**src/rtl/led_ctl_pkg.sv**
```systemverilog
// Shared types and page numbering for the front-panel LED display path.
// The page constants are also used by the LED mux so both sides agree on page meaning.
package led_ctl_pkg;

  typedef enum logic [1:0] {
    StManual,
    StAuto,
    StAlert
  } led_state_e;

  localparam int unsigned PAGE_STATUS    = 0;
  localparam int unsigned PAGE_PC        = 1;
  localparam int unsigned PAGE_BDADDR_LO = 2;
  localparam int unsigned PAGE_BDADDR_HI = 3;
  localparam int unsigned PAGE_BDST      = 4;
  localparam int unsigned PAGE_LC_LO     = 5;
  localparam int unsigned PAGE_LC_HI     = 6;
  localparam int unsigned PAGE_PC_BOOT   = 7;

endpackage

```
**src/rtl/led_rr_arbiter.sv**
```systemverilog
// Combinational round-robin arbiter: grants the first set request at or after the pointer.
// The pointer is owned and advanced by the parent.
module led_rr_arbiter
  import led_ctl_pkg::*;
#(
  parameter int unsigned NREQ = 4,
  localparam int unsigned IW = (NREQ > 1) ? $clog2(NREQ) : 1
) (
  input  logic [NREQ-1:0] req,
  input  logic [IW-1:0]   pointer,
  input  logic            enable,
  output logic [NREQ-1:0] grant,
  output logic [IW-1:0]   grant_idx
);

  always_comb begin
    logic          found;
    logic [IW-1:0] idx;
    grant     = '0;
    grant_idx = '0;
    found     = 1'b0;
    idx       = '0;
    for (int unsigned i = 0; i < NREQ; i++) begin
      idx = IW'((32'(pointer) + i) % NREQ);
      if (enable && !found && req[idx]) begin
        found          = 1'b1;
        grant[idx]     = 1'b1;
        grant_idx      = idx;
      end
    end
  end

endmodule

```
**src/rtl/led_page_scheduler.sv**
```systemverilog
// Chooses the LED page (manual, auto-rotate or timed alert) and produces the PWM LED gate.
// Alerts from several requesters are admitted one at a time through a round-robin arbiter.
module led_page_scheduler
  import led_ctl_pkg::*;
#(
  parameter int unsigned NPAGES       = 8,
  parameter int unsigned NREQ         = 4,
  parameter int unsigned DWELL_CYCLES = 50_000_000,
  parameter int unsigned FLASH_CYCLES = 100_000_000,
  parameter int unsigned PWM_BITS     = 8,
  localparam int unsigned PW = $clog2(NPAGES)
) (
  input  logic                 sysclk,
  input  logic                 reset,
  input  logic                 mode_auto,
  input  logic [PW-1:0]        manual_page,
  input  logic [NPAGES-1:0]    page_mask,
  input  logic [PWM_BITS-1:0]  brightness,
  input  logic [NREQ-1:0]      req,
  input  logic [NREQ*PW-1:0]   req_page,
  output logic [NREQ-1:0]      gnt,
  output logic [PW-1:0]        page_sel,
  output logic                 led_enable,
  output logic                 alert_active
);

  localparam int unsigned IW = (NREQ > 1) ? $clog2(NREQ) : 1;
  localparam int unsigned DW = $clog2(DWELL_CYCLES);
  localparam int unsigned FW = (FLASH_CYCLES > 1) ? $clog2(FLASH_CYCLES) : 1;

  led_state_e          state_q, state_d;
  logic [PW-1:0]       page_q, page_d;
  logic [PW-1:0]       saved_q, saved_d;
  logic [DW-1:0]       dwell_q, dwell_d;
  logic [FW-1:0]       flash_q, flash_d;
  logic [PWM_BITS-1:0] pwm_q, pwm_d;
  logic [IW-1:0]       ptr_q, ptr_d;
  logic [NREQ-1:0]     gnt_q, gnt_d;
  logic                led_q, led_d;
  logic                alert_q, alert_d;

  logic [NREQ-1:0]     arb_grant;
  logic [IW-1:0]       arb_idx;
  logic [PW-1:0]       req_pages [NREQ];

  for (genvar g = 0; g < NREQ; g++) begin : g_req_pages
    assign req_pages[g] = req_page[g*PW +: PW];
  end

  // Next index above cur (wrapping) whose mask bit is set; cur itself only if it is the sole one.
  function automatic logic [PW-1:0] next_page(input logic [PW-1:0]     cur,
                                              input logic [NPAGES-1:0] mask);
    logic [PW-1:0] res;
    logic [PW-1:0] idx;
    logic          found;
    res   = '0;
    idx   = '0;
    found = 1'b0;
    for (int unsigned i = 1; i <= NPAGES; i++) begin
      idx = PW'((32'(cur) + i) % NPAGES);
      if (!found && mask[idx]) begin
        found = 1'b1;
        res   = idx;
      end
    end
    return res;
  endfunction

  led_rr_arbiter #(
    .NREQ (NREQ)
  ) u_arb (
    .req       (req),
    .pointer   (ptr_q),
    .enable    (state_q != StAlert),
    .grant     (arb_grant),
    .grant_idx (arb_idx)
  );

  always_comb begin
    state_d = state_q;
    page_d  = page_q;
    saved_d = saved_q;
    dwell_d = dwell_q;
    flash_d = flash_q;
    ptr_d   = ptr_q;
    gnt_d   = '0;
    pwm_d   = pwm_q + 1'b1;

    unique case (state_q)
      StManual, StAuto: begin
        if (|arb_grant) begin
          // Alert entry outranks both the mode change and the dwell advance.
          gnt_d   = arb_grant;
          saved_d = page_q;
          page_d  = req_pages[arb_idx];
          state_d = StAlert;
          flash_d = '0;
          ptr_d   = (arb_idx == IW'(NREQ - 1)) ? '0 : arb_idx + 1'b1;
        end else if (state_q == StManual) begin
          if (mode_auto) begin
            state_d = StAuto;
            dwell_d = '0;
          end else begin
            page_d = manual_page;
          end
        end else if (!mode_auto) begin
          state_d = StManual;
        end else if (dwell_q == DW'(DWELL_CYCLES - 1)) begin
          dwell_d = '0;
          page_d  = next_page(page_q, page_mask);
        end else begin
          dwell_d = dwell_q + 1'b1;
        end
      end
      StAlert: begin
        if (flash_q == FW'(FLASH_CYCLES - 1)) begin
          state_d = mode_auto ? StAuto : StManual;
          page_d  = saved_q;
          dwell_d = '0;
        end else begin
          flash_d = flash_q + 1'b1;
        end
      end
      default: state_d = StManual;
    endcase

    alert_d = (state_d == StAlert);
    led_d   = (state_d == StAlert) || (pwm_q < brightness);
  end

  always_ff @(posedge sysclk) begin
    if (reset) begin
      state_q <= StManual;
      page_q  <= '0;
      saved_q <= '0;
      dwell_q <= '0;
      flash_q <= '0;
      pwm_q   <= '0;
      ptr_q   <= '0;
      gnt_q   <= '0;
      led_q   <= 1'b0;
      alert_q <= 1'b0;
    end else begin
      state_q <= state_d;
      page_q  <= page_d;
      saved_q <= saved_d;
      dwell_q <= dwell_d;
      flash_q <= flash_d;
      pwm_q   <= pwm_d;
      ptr_q   <= ptr_d;
      gnt_q   <= gnt_d;
      led_q   <= led_d;
      alert_q <= alert_d;
    end
  end

  assign gnt          = gnt_q;
  assign page_sel     = page_q;
  assign led_enable   = led_q;
  assign alert_active = alert_q;

endmodule

```
**config.mk**
```make
export PLATFORM = sky130hd
export DESIGN_NAME = led_page_scheduler
export DESIGN_NICKNAME = d
export VERILOG_FILES = /design/src/rtl/led_ctl_pkg.sv /design/src/rtl/led_rr_arbiter.sv /design/src/rtl/led_page_scheduler.sv
export SDC_FILE = /design/constraint.sdc
export NUM_CORES = 1
export LEC_CHECK = 0
export CAP_MARGIN = 15
export CORE_MARGIN = 1.5
export CORE_UTILIZATION = 63
export CTS_CLUSTER_SIZE = 40
export DETAILED_ROUTE_END_ITERATION = 8
export PLACE_DENSITY = 0.95
export SLEW_MARGIN = 20
export SYNTH_ARGS = -nofsm -noshare
export SYNTH_HDL_FRONTEND = slang
export SYNTH_HIERARCHICAL = 1
export SYNTH_SLANG_ARGS = --single-unit
```
**constraint.sdc**
```tcl
create_clock -name sysclk -period 6.9 [get_ports sysclk]
set_input_delay 1.38 -clock sysclk [delete_from_list [all_inputs] [get_ports sysclk]]
set_output_delay 1.38 -clock sysclk [all_outputs]
set_load 0.05 [all_outputs]
```
==> flow_metrics.env, run 1 <==
export IMPL_outcome="finished clean"
export IMPL_maxCapViolations=0
export IMPL_rsz0062_at_grt="no"
export IMPL_fillCellCount=534
export IMPL_hold_slack_ns=0.465
export IMPL_cts_setup_buffers=0
export IMPL_cp_top_family="simple AND/OR/NAND/NOR gates"
export IMPL_p_per_area_nw_per_um2=316
export IMPL_cts_buffers=9
export IMPL_wirelength_um=11200
export IMPL_rows=32
export IMPL_areaGrowthSynthToFinish_pct=13.4
export IMPL_synth_compound_area_share_pct=13.4
export IMPL_dr_pass1_iters=5
export IMPL_netlist_instances=581
export IMPL_syn_nets=639
export IMPL_post_cts_resized=0
export IMPL_crit_required_ns=7.16
export IMPL_final_cell_mix="85 x nor2_1, 77 x dfxtp_1, 46 x clkdlybuf4s50_1, 41 x nand2_1, 36 x xor2_1"
export IMPL_clock_sinks=77
export IMPL_period_share_pct=71.4
export IMPL_skew_ns=0.0129
export IMPL_p_total_mw=1.80
export IMPL_dp_cells=704
export IMPL_period_needed_ns=4.93
export IMPL_final_common_cell="nor2_1"
export IMPL_yosys_warnings=6
export IMPL_final_hold_violation_count=0
export IMPL_slowest_delay_ns=0.60
export IMPL_path_cells="clkdlybuf4s50_1 -> mux4_2 -> nand2b_4 -> a211oi_4 -> a221o_1 -> nor4_2 -> buf_4 -> nor2_1 -> o2111ai_1 -> or3_1 -> or3_1 -> a21oi_1"
export IMPL_critPathArrivalTime_ns=5.19
export IMPL_power_leakage_nw=2.13
export IMPL_synth_async_reset_ratio_pct=0
export IMPL_synthMuxAreaShare_pct=11.3
export IMPL_dpl_cell_area_um2=5490
export IMPL_insertion_delay_ns=0.35
export IMPL_critPathBufInv=2
export IMPL_cpMostUsedCell="or3_1"
export IMPL_worstMarginPinSlew_ns=0.916
export IMPL_cp_slowest_cell="mux4_2"
export IMPL_dieArea_um2=8520
export IMPL_initial_core_util_pct=65.0
export IMPL_peakVddDrop_mv=0.198
export IMPL_drive_above_1_share_pct=9.71
export IMPL_synth_xor_area_share_pct=9.24
export IMPL_clkTransAtPathRegs_ns=0.08
export IMPL_wire_per_inst_um=15.6
export IMPL_finalSetupViolCount=0
export IMPL_fin_cells=720
export IMPL_dp_hpwl_um=8150
export IMPL_drtAntennaViolNets=0
export IMPL_cts_root_buf="clkbuf_8"
export IMPL_utilization_pct=73.7
export IMPL_core_um2=7730
export IMPL_n_antenna_cell=0
export IMPL_antenna_found_initial=0
export IMPL_grt_max_degree=29
export IMPL_vias=4389
export IMPL_grt_total_usage_pct=27.7
export IMPL_routed_via_density=6.10
export IMPL_synth_edf_count=0
export IMPL_gp_congestion=0.926
export IMPL_ioPinCount=47
export IMPL_port_buffer_count=46
export IMPL_grt_pass1_vias=4435
export IMPL_max_freq_ghz=0.203
export IMPL_synth_seq_cells=77
export IMPL_die_width_um=92.3
export IMPL_fin_nets=671
export IMPL_synth_top_family_by_area="simple AND/OR/NAND/NOR gates"
export IMPL_synth_seq_area_share_pct=30.7
export IMPL_hold_buffers=0
export IMPL_synthAdderAreaFrac_pct=4.98
export IMPL_drt_iter0_drc=244
export IMPL_die_h_um=92.3
export IMPL_dominantRegCellSynth="dfxtp_1"
export IMPL_setup_tns_ns=0
export IMPL_slew_headroom_pct=39.0
export IMPL_worstSetupEndpointType="register"
export IMPL_ctsHtreeMaxLevel=3
export IMPL_critical_path_startpoint_type="input pin"
export IMPL_grt_first_pass_wirelength_um=19200
export IMPL_worstPathMaxFanout=15
export IMPL_drc=0
export IMPL_worst_slack_ns=1.97
export IMPL_drv_slew=0
export IMPL_final_area_um2=5700
export IMPL_yosys_area_share_simple_pct=25.9
export IMPL_cts_tree="done"
export IMPL_synth_avg_cell_area_um2=8.65
export IMPL_post_place_ws_ns=1.68
export IMPL_worstHoldPathType="register to register"
export IMPL_crit_type="input pin to register"
export IMPL_syn_area_um2=5020
export IMPL_clockBufferDepth=2
export IMPL_synth_cell_type_count=75
export IMPL_grt_ovfl_total=0
per-layer routing:
metal	global-route usage, %	wire, µm	vias up
li1	-	-	2136
met1	32.0	4540	2053
met2	48.9	5760	164
met3	6.32	624	36
met4	11.8	303	0
met5	0	0	-
worst min-delay path, cell delays in order (launching register included):
cell and delay (ns):
dfxtp_1 0.32, nand2_1 0.05, a21oi_1 0.05
Yosys cell counts (6+ instances only):
| master | count | share of area [%] |
|---|---|---|
| or3_1 | 8 | 1.0 |
| nand4_1 | 11 | 1.4 |
| nor2_1 | 85 | 6.3 |
| o21ai_0 | 18 | 1.8 |
| nor2b_1 | 9 | 1.1 |
| nand3_1 | 27 | 2.7 |
| and3_1 | 9 | 1.1 |
| and2_1 | 6 | 0.75 |
| nand2_1 | 41 | 3.1 |
| xnor2_1 | 17 | 3.0 |
| nor4_1 | 6 | 0.75 |
| xor2_1 | 36 | 6.3 |
| mux2i_1 | 17 | 3.4 |
| mux4_2 | 15 | 6.7 |
| dfxtp_1 | 77 | 31 |
| ha_1 | 20 | 5.0 |
| buf_2 | 12 | 1.2 |
| inv_1 | 22 | 1.6 |
| a21oi_1 | 32 | 3.2 |
| clkbuf_1 | 10 | 0.75 |
kinds of logic after synthesis:
| logic type | count (synthesis) |
|---|---|
| adders and majority gates | 20 |
| xor gates and xnor gates | 53 |
| and+or+nand+nor | 244 |
| muxes | 37 |
| AOI/OAI and AO/OA | 100 |
| DFF | 77 |
| buffers and inverters | 50 |
state kept, by name (all words and copies together), names as in the netlist:
register / flops
alert_active: 1
dwell_q: 26
flash_q: 27
gnt: 4
led_enable: 1
page_sel: 3
ptr_q: 2
pwm_q: 8
saved_q: 3
state_q: 2
power by group:
group | total [mW] | switching [mW] | internal [mW]
Combinational | 0.887 | 0.516 | 0.371
Sequential | 0.561 | 0.0802 | 0.481
Clock | 0.353 | 0.181 | 0.172
layout make-up:
class                      instances  area [µm²]  area share, %
timing repair buffer              48         475           8.34
clock buffer                       9         124           2.17
inverter                          23        86.3           1.52
tap                              102         128           2.24
sequential                        77        1540           27.1
multi-input combinational        454        3260           57.3
clock inverter                     7        80.1           1.41
path summary, 6_finish.rpt:
check	depth (start not counted)	startpoint	end	slack, ns
setup reg to reg	13	ptr_q[0]$_SDFFE_PP0P_	flash_q[25]$_SDFFE_PP0P_	2.33
hold reg to reg	2	saved_q[1]$_SDFFE_PP0P_	saved_q[1]$_SDFFE_PP0P_	0.47
hold / removal	2	saved_q[1]$_SDFFE_PP0P_	saved_q[1]$_SDFFE_PP0P_	0.47
setup / recovery	12	req[1]	flash_q[25]$_SDFFE_PP0P_	1.97
No activity file was read; power rests on OpenSTA's default activity.
==> run 2, diff against run 1 <==
--- a/config.mk
+++ b/config.mk
@@ -7,10 +7,10 @@
 export LEC_CHECK = 0
 export CAP_MARGIN = 15
 export CORE_MARGIN = 1.5
-export CORE_UTILIZATION = 63
+export CORE_UTILIZATION = 58
 export CTS_CLUSTER_SIZE = 40
 export DETAILED_ROUTE_END_ITERATION = 8
-export PLACE_DENSITY = 0.95
+export PLACE_DENSITY = 0.9
 export SLEW_MARGIN = 20
 export SYNTH_ARGS = -nofsm -noshare
 export SYNTH_HDL_FRONTEND = slang
==> constraint.sdc (replaced) <==
create_clock -name sysclk -period 5.1 [get_ports sysclk]
set_input_delay 1.02 -clock sysclk [delete_from_list [all_inputs] [get_ports sysclk]]
set_output_delay 1.02 -clock sysclk [all_outputs]
set_load 0.05 [all_outputs]
==> run 2 against run 1 <==
  * Final area grew 0.22%
  * Sequential power grew 35%
  * Count of clock-buffer cells in the layout is the same
  * Via count grew 0.21%
  * Final cell count grew 0.56%
  * Critical path depth is the same
  * Routed wire length grew 2.7%
  * Critical endpoint unchanged
  * First-iteration DRC count grew 6.6%
  * Setup slack lost 1.2 ns
  * Critical path type is now register to register
  * Global-route usage shrank 0.83 points
==> flow_metrics.env, run 2 (synthesis gave the netlist of run 1 again) <==
export IMPL_peakVddDrop_mv=0.225
export IMPL_rr_startpoint="ptr_q[0]$_SDFFE_PP0P_"
export IMPL_routed_via_density=6.07
export IMPL_dieArea_um2=9230
export IMPL_port_buffer_count=46
export IMPL_max_freq_ghz=0.233
export IMPL_finalSetupViolCount=0
export IMPL_setup_tns_ns=0
export IMPL_whs_endpoint="saved_q[0]$_SDFFE_PP0P_"
export IMPL_n_antenna_cell=0
export IMPL_drt_iter0_drc=260
export IMPL_rows=33
export IMPL_post_place_ws_ns=0.493
export IMPL_ctsHtreeMaxLevel=3
export IMPL_r2r_end="flash_q[25]$_SDFFE_PP0P_"
export IMPL_grt_total_usage_pct=26.9
export IMPL_post_cts_resized=0
export IMPL_period_needed_ns=4.29
export IMPL_top_register="flash_q"
export IMPL_slew_headroom_pct=37.3
export IMPL_dr_pass1_iters=6
export IMPL_core_um2=8300
export IMPL_cts_buffers=9
export IMPL_largest_reg_flops=27
export IMPL_hold_buffers=0
export IMPL_ioPinCount=47
export IMPL_drtAntennaViolNets=0
export IMPL_period_share_pct=84.1
export IMPL_drive_above_1_share_pct=9.85
export IMPL_worstHoldPathType="register to register"
export IMPL_reg_top3="flash_q x27, dwell_q x26, pwm_q x8"
export IMPL_rrSetupSlack_ns=0.81
export IMPL_clockBufferDepth=2
export IMPL_drc=0
export IMPL_rsz0062_at_grt="no"
export IMPL_hold_start="saved_q[0]$_SDFFE_PP0P_"
export IMPL_reg2regPathDepth=12
export IMPL_fillCellCount=638
export IMPL_path_cells="inv_1 -> ha_1 -> mux4_2 -> nand2b_4 -> a211oi_4 -> a221o_1 -> nor4_2 -> nor2_1 -> o2111ai_1 -> or3_1 -> or3_1 -> a21oi_1"
export IMPL_wirelength_um=11500
export IMPL_worstSetupEndpointType="register"
export IMPL_maxCapViolations=0
export IMPL_final_hold_violation_count=0
export IMPL_wire_per_inst_um=15.9
export IMPL_worstMarginPinSlew_ns=0.941
export IMPL_worstPathMaxFanout=17
export IMPL_power_leakage_nw=2.15
export IMPL_cts_setup_buffers=0
export IMPL_insertion_delay_ns=0.37
export IMPL_crit_type="register to register"
export IMPL_slowest_delay_ns=0.71
export IMPL_final_cell_mix="85 x nor2_1, 77 x dfxtp_1, 46 x clkdlybuf4s50_1, 41 x nand2_1, 36 x xor2_1"
export IMPL_cts_tree="done"
export IMPL_cpMostUsedCell="or3_1"
export IMPL_dp_cells=708
export IMPL_clkTransAtPathRegs_ns=0.08
export IMPL_antenna_found_initial=0
export IMPL_worst_slack_ns=0.810
export IMPL_areaGrowthSynthToFinish_pct=13.6
export IMPL_final_area_um2=5710
export IMPL_vias=4398
export IMPL_critical_path_startpoint_type="register"
export IMPL_skew_ns=0.0128
export IMPL_clock_sinks=77
export IMPL_grt_max_degree=26
export IMPL_cp_slowest_cell="dfxtp_1"
export IMPL_hold_depth=2
export IMPL_initial_core_util_pct=60.5
export IMPL_final_common_cell="nor2_1"
export IMPL_fin_cells=724
export IMPL_dp_hpwl_um=8340
export IMPL_die_h_um=96.1
export IMPL_cts_root_buf="clkbuf_8"
export IMPL_outcome="finished clean"
export IMPL_crit_path_start="ptr_q[0]$_SDFFE_PP0P_"
export IMPL_critPathArrivalTime_ns=4.57
export IMPL_crit_required_ns=5.38
export IMPL_gp_congestion=0.887
export IMPL_grt_ovfl_total=0
export IMPL_dpl_cell_area_um2=5510
export IMPL_die_width_um=96.1
export IMPL_fin_nets=672
export IMPL_drv_slew=0
export IMPL_grt_first_pass_wirelength_um=19700
export IMPL_p_per_area_nw_per_um2=425
export IMPL_grt_pass1_vias=4377
[run 2: worst max path at each step]
| stage | end | slack, ns |
|---|---|---|
| after global placement | dwell_q[23]$_SDFFE_PP0P_ | 0.68 |
| after floorplan | page_sel[1]$_SDFFE_PP0P_ | 1.18 |
| after CTS | flash_q[21]$_SDFFE_PP0P_ | 0.84 |
| after global routing | flash_q[25]$_SDFFE_PP0P_ | 0.49 |
| final | flash_q[25]$_SDFFE_PP0P_ | 0.81 |
| after detailed placement | flash_q[25]$_SDFFE_PP0P_ | 0.49 |
[run 2: final cells by class]
| cell class | instances | area, µm² | share of cell area (%) |
|---|---|---|---|
| multi-input cells | 454 | 3260 | 57.1 |
| repair buffers | 49 | 483 | 8.46 |
| clock inverters | 7 | 81.3 | 1.42 |
| well taps | 105 | 131 | 2.30 |
| inverters | 23 | 86.3 | 1.51 |
| flip-flops and latches | 77 | 1540 | 27.0 |
| clock buffers | 9 | 124 | 2.17 |
[run 2: report_power, final]
group	switching [mW]	internal, mW	leakage (nW)	total, mW
clock	0.246	0.234	0.106	0.480
combinational	0.687	0.503	1.42	1.19
sequential	0.108	0.650	0.624	0.759
[run 2: critical path: cells and delay by family (launching register included)]
kind,cells,cell delay (ns)
DFF,1,0.71
muxes,1,0.43
AOI/OAI and AO/OA,4,0.92
adders and majority gates,1,0.54
buffers and inverters,1,0.21
and+or+nand+nor,5,1.40
[run 2: per-stage QoR]
stage          hold WS (ns)  total power [mW]  util, %
2_1_floorplan         0.421              1.68        -
3_3_place_gp          0.433              1.90     66.3
3_5_place_dp          0.460              1.94     66.3
4_1_cts               0.474              2.42     68.8
5_1_grt               0.490              2.58     68.8
6_report              0.481              2.43     68.8
[run 2: layer usage]
layer	up-vias	share of wire, %	track usage [%]
met5	-	0	0
met4	0	2.0	12.3
li1	2135	-	-
met1	2117	45	33.3
met3	30	4.2	3.79
met2	116	49	46.0
==> run 3, diff against run 2 <==
==> constraint.sdc (replaced) <==
create_clock -name sysclk -period 4 [get_ports sysclk]
set_input_delay 0.8 -clock sysclk [delete_from_list [all_inputs] [get_ports sysclk]]
set_output_delay 0.8 -clock sysclk [all_outputs]
set_load 0.05 [all_outputs]
==> run 3 against run 2 <==
  * Routed wire length up 2.3%
  * Die area unchanged
  * Critical path depth unchanged
  * Hold slack worse by 0.0044 ns
  * Global-route usage up 0.055 points
==> flow_metrics.env, run 3 (synthesis gave the netlist of run 1 again) <==
export IMPL_dpl_cell_area_um2=5680
export IMPL_cts_buffers=9
export IMPL_die_width_um=96.1
export IMPL_wl_met2_um=5990
export IMPL_antenna_found_initial=0
export IMPL_core_um2=8300
export IMPL_clkTransAtPathRegs_ns=0.08
export IMPL_dr_pass1_iters=6
export IMPL_slew_headroom_pct=43.0
export IMPL_final_common_cell="nor2_1"
export IMPL_period_needed_ns=3.82
export IMPL_fin_cells=747
export IMPL_cts_tree="done"
export IMPL_clock_sinks=77
export IMPL_max_freq_ghz=0.262
export IMPL_routed_via_density=6.08
export IMPL_n_antenna_cell=0
export IMPL_drive_above_1_share_pct=12.9
export IMPL_clockBufferDepth=2
export IMPL_areaGrowthSynthToFinish_pct=17.9
export IMPL_drv_slew=0
export IMPL_dieArea_um2=9230
export IMPL_ctsHtreeMaxLevel=3
export IMPL_final_cell_mix="85 x nor2_1, 77 x dfxtp_1, 44 x clkdlybuf4s50_1, 41 x nand2_1, 36 x xor2_1"
export IMPL_drc=0
export IMPL_crit_required_ns=4.27
export IMPL_utilization_pct=71.4
export IMPL_drtAntennaViolNets=0
export IMPL_grt_max_degree=29
export IMPL_met1_length_um=5020
export IMPL_rows=33
export IMPL_ioPinCount=47
export IMPL_rsz0062_at_grt="no"
export IMPL_power_leakage_nw=2.29
export IMPL_top_register="flash_q"
export IMPL_grt_ovfl_total=0
export IMPL_outcome="finished clean"
export IMPL_gp_congestion=0.888
export IMPL_die_h_um=96.1
export IMPL_insertion_delay_ns=0.35
export IMPL_fin_nets=695
export IMPL_crit_type="input pin to register"
export IMPL_final_area_um2=5920
export IMPL_maxCapViolations=0
export IMPL_worstSetupEndpointType="register"
export IMPL_dp_hpwl_um=8460
export IMPL_worstHoldPathType="register to register"
export IMPL_grt_total_usage_pct=26.9
export IMPL_fillCellCount=566
export IMPL_wirelength_um=11800
export IMPL_peakVddDrop_mv=0.360
export IMPL_cts_root_buf="clkbuf_8"
export IMPL_final_hold_violation_count=0
export IMPL_grt_pass1_vias=4373
export IMPL_wl_met3_um=610
export IMPL_vias=4540
export IMPL_p_per_area_nw_per_um2=561
export IMPL_period_share_pct=95.5
export IMPL_top_layer="met4"
export IMPL_grt_first_pass_wirelength_um=19700
export IMPL_finalSetupViolCount=0
export IMPL_worstMarginPinSlew_ns=0.854
export IMPL_hold_slack_ns=0.476
export IMPL_dp_cells=731
export IMPL_multi_input_area_um2=3260
export IMPL_largest_reg_flops=27
export IMPL_skew_ns=0.0104
export IMPL_wire_per_inst_um=15.8
export IMPL_worstPathMaxFanout=7
export IMPL_hold_buffers=0
export IMPL_critPathArrivalTime_ns=4.09
export IMPL_critical_path_startpoint_type="input pin"
export IMPL_reg_top3="flash_q x27, dwell_q x26, pwm_q x8"
export IMPL_register_area_um2=1540
export IMPL_port_buffer_count=46
export IMPL_drt_iter0_drc=267
export IMPL_initial_core_util_pct=60.5
==> run 3: timing repair <==
action                                  4_1_cts  5_1_grt
setup buffers                                 0        0
gates resized for setup                       0        2
endpoints found under the setup margin        0        4
==> run 3: worst paths after layout <==
path / depth (start not counted) / from / endpoint / slack (ns)
worst max-delay path: 12 / req[2] / flash_q[21]$_SDFFE_PP0P_ / 0.18
worst min-delay path: 2 / saved_q[0]$_SDFFE_PP0P_ / saved_q[0]$_SDFFE_PP0P_ / 0.48
worst max register to register: 13 / ptr_q[0]$_SDFFE_PP0P_ / flash_q[21]$_SDFFE_PP0P_ / 0.35
worst min register to register: 2 / saved_q[0]$_SDFFE_PP0P_ / saved_q[0]$_SDFFE_PP0P_ / 0.48
==> run 3: metal layers <==
| layer | vias to the layer above | GRT usage, % |
|---|---|---|
| met1 | 2157 | 32.6 |
| li1 | 2187 | - |
| met3 | 23 | 5.13 |
| met4 | 0 | 8.70 |
| met2 | 173 | 47.8 |
| met5 | - | 0 |
==> run 3: layout make-up <==
cell class	instances	share of cell area, %
Inverter	23	1.46
Clock buffer	10	2.16
Sequential cell	77	26.0
Clock inverter	6	1.88
Timing Repair Buffer	72	11.2
Tap cell	105	2.22
Multi-Input combinational cell	454	55.1
==> run 3: stage by stage <==
step	TNS (ns)	total power [mW]	worst slack, ns
CTS	0	3.30	0.157
global placement	-0.0254	2.53	-0.0176
global route	0	3.49	0.0166
detailed placement	-3.21	2.60	-0.182
floorplan	0	2.15	0.163
finish	0	3.33	0.179
==> run 3: worst max-delay path, stage by stage <==
cell and delay [ns]:
clkdlybuf4s50_1 0.52, mux4_2 0.58, nand2b_4 0.19, a211oi_4 0.22, a221o_1 0.23, nor4_2 0.06
buf_4 0.14, nor2_1 0.18, o2111ai_1 0.22, or3_1 0.46, or3_1 0.32, a21oi_1 0.17
==> run 3: power breakdown <==
group          internal, mW  switching (mW)
Combinational         0.739           0.968
Clock                 0.415           0.286
Sequential            0.829          0.0885
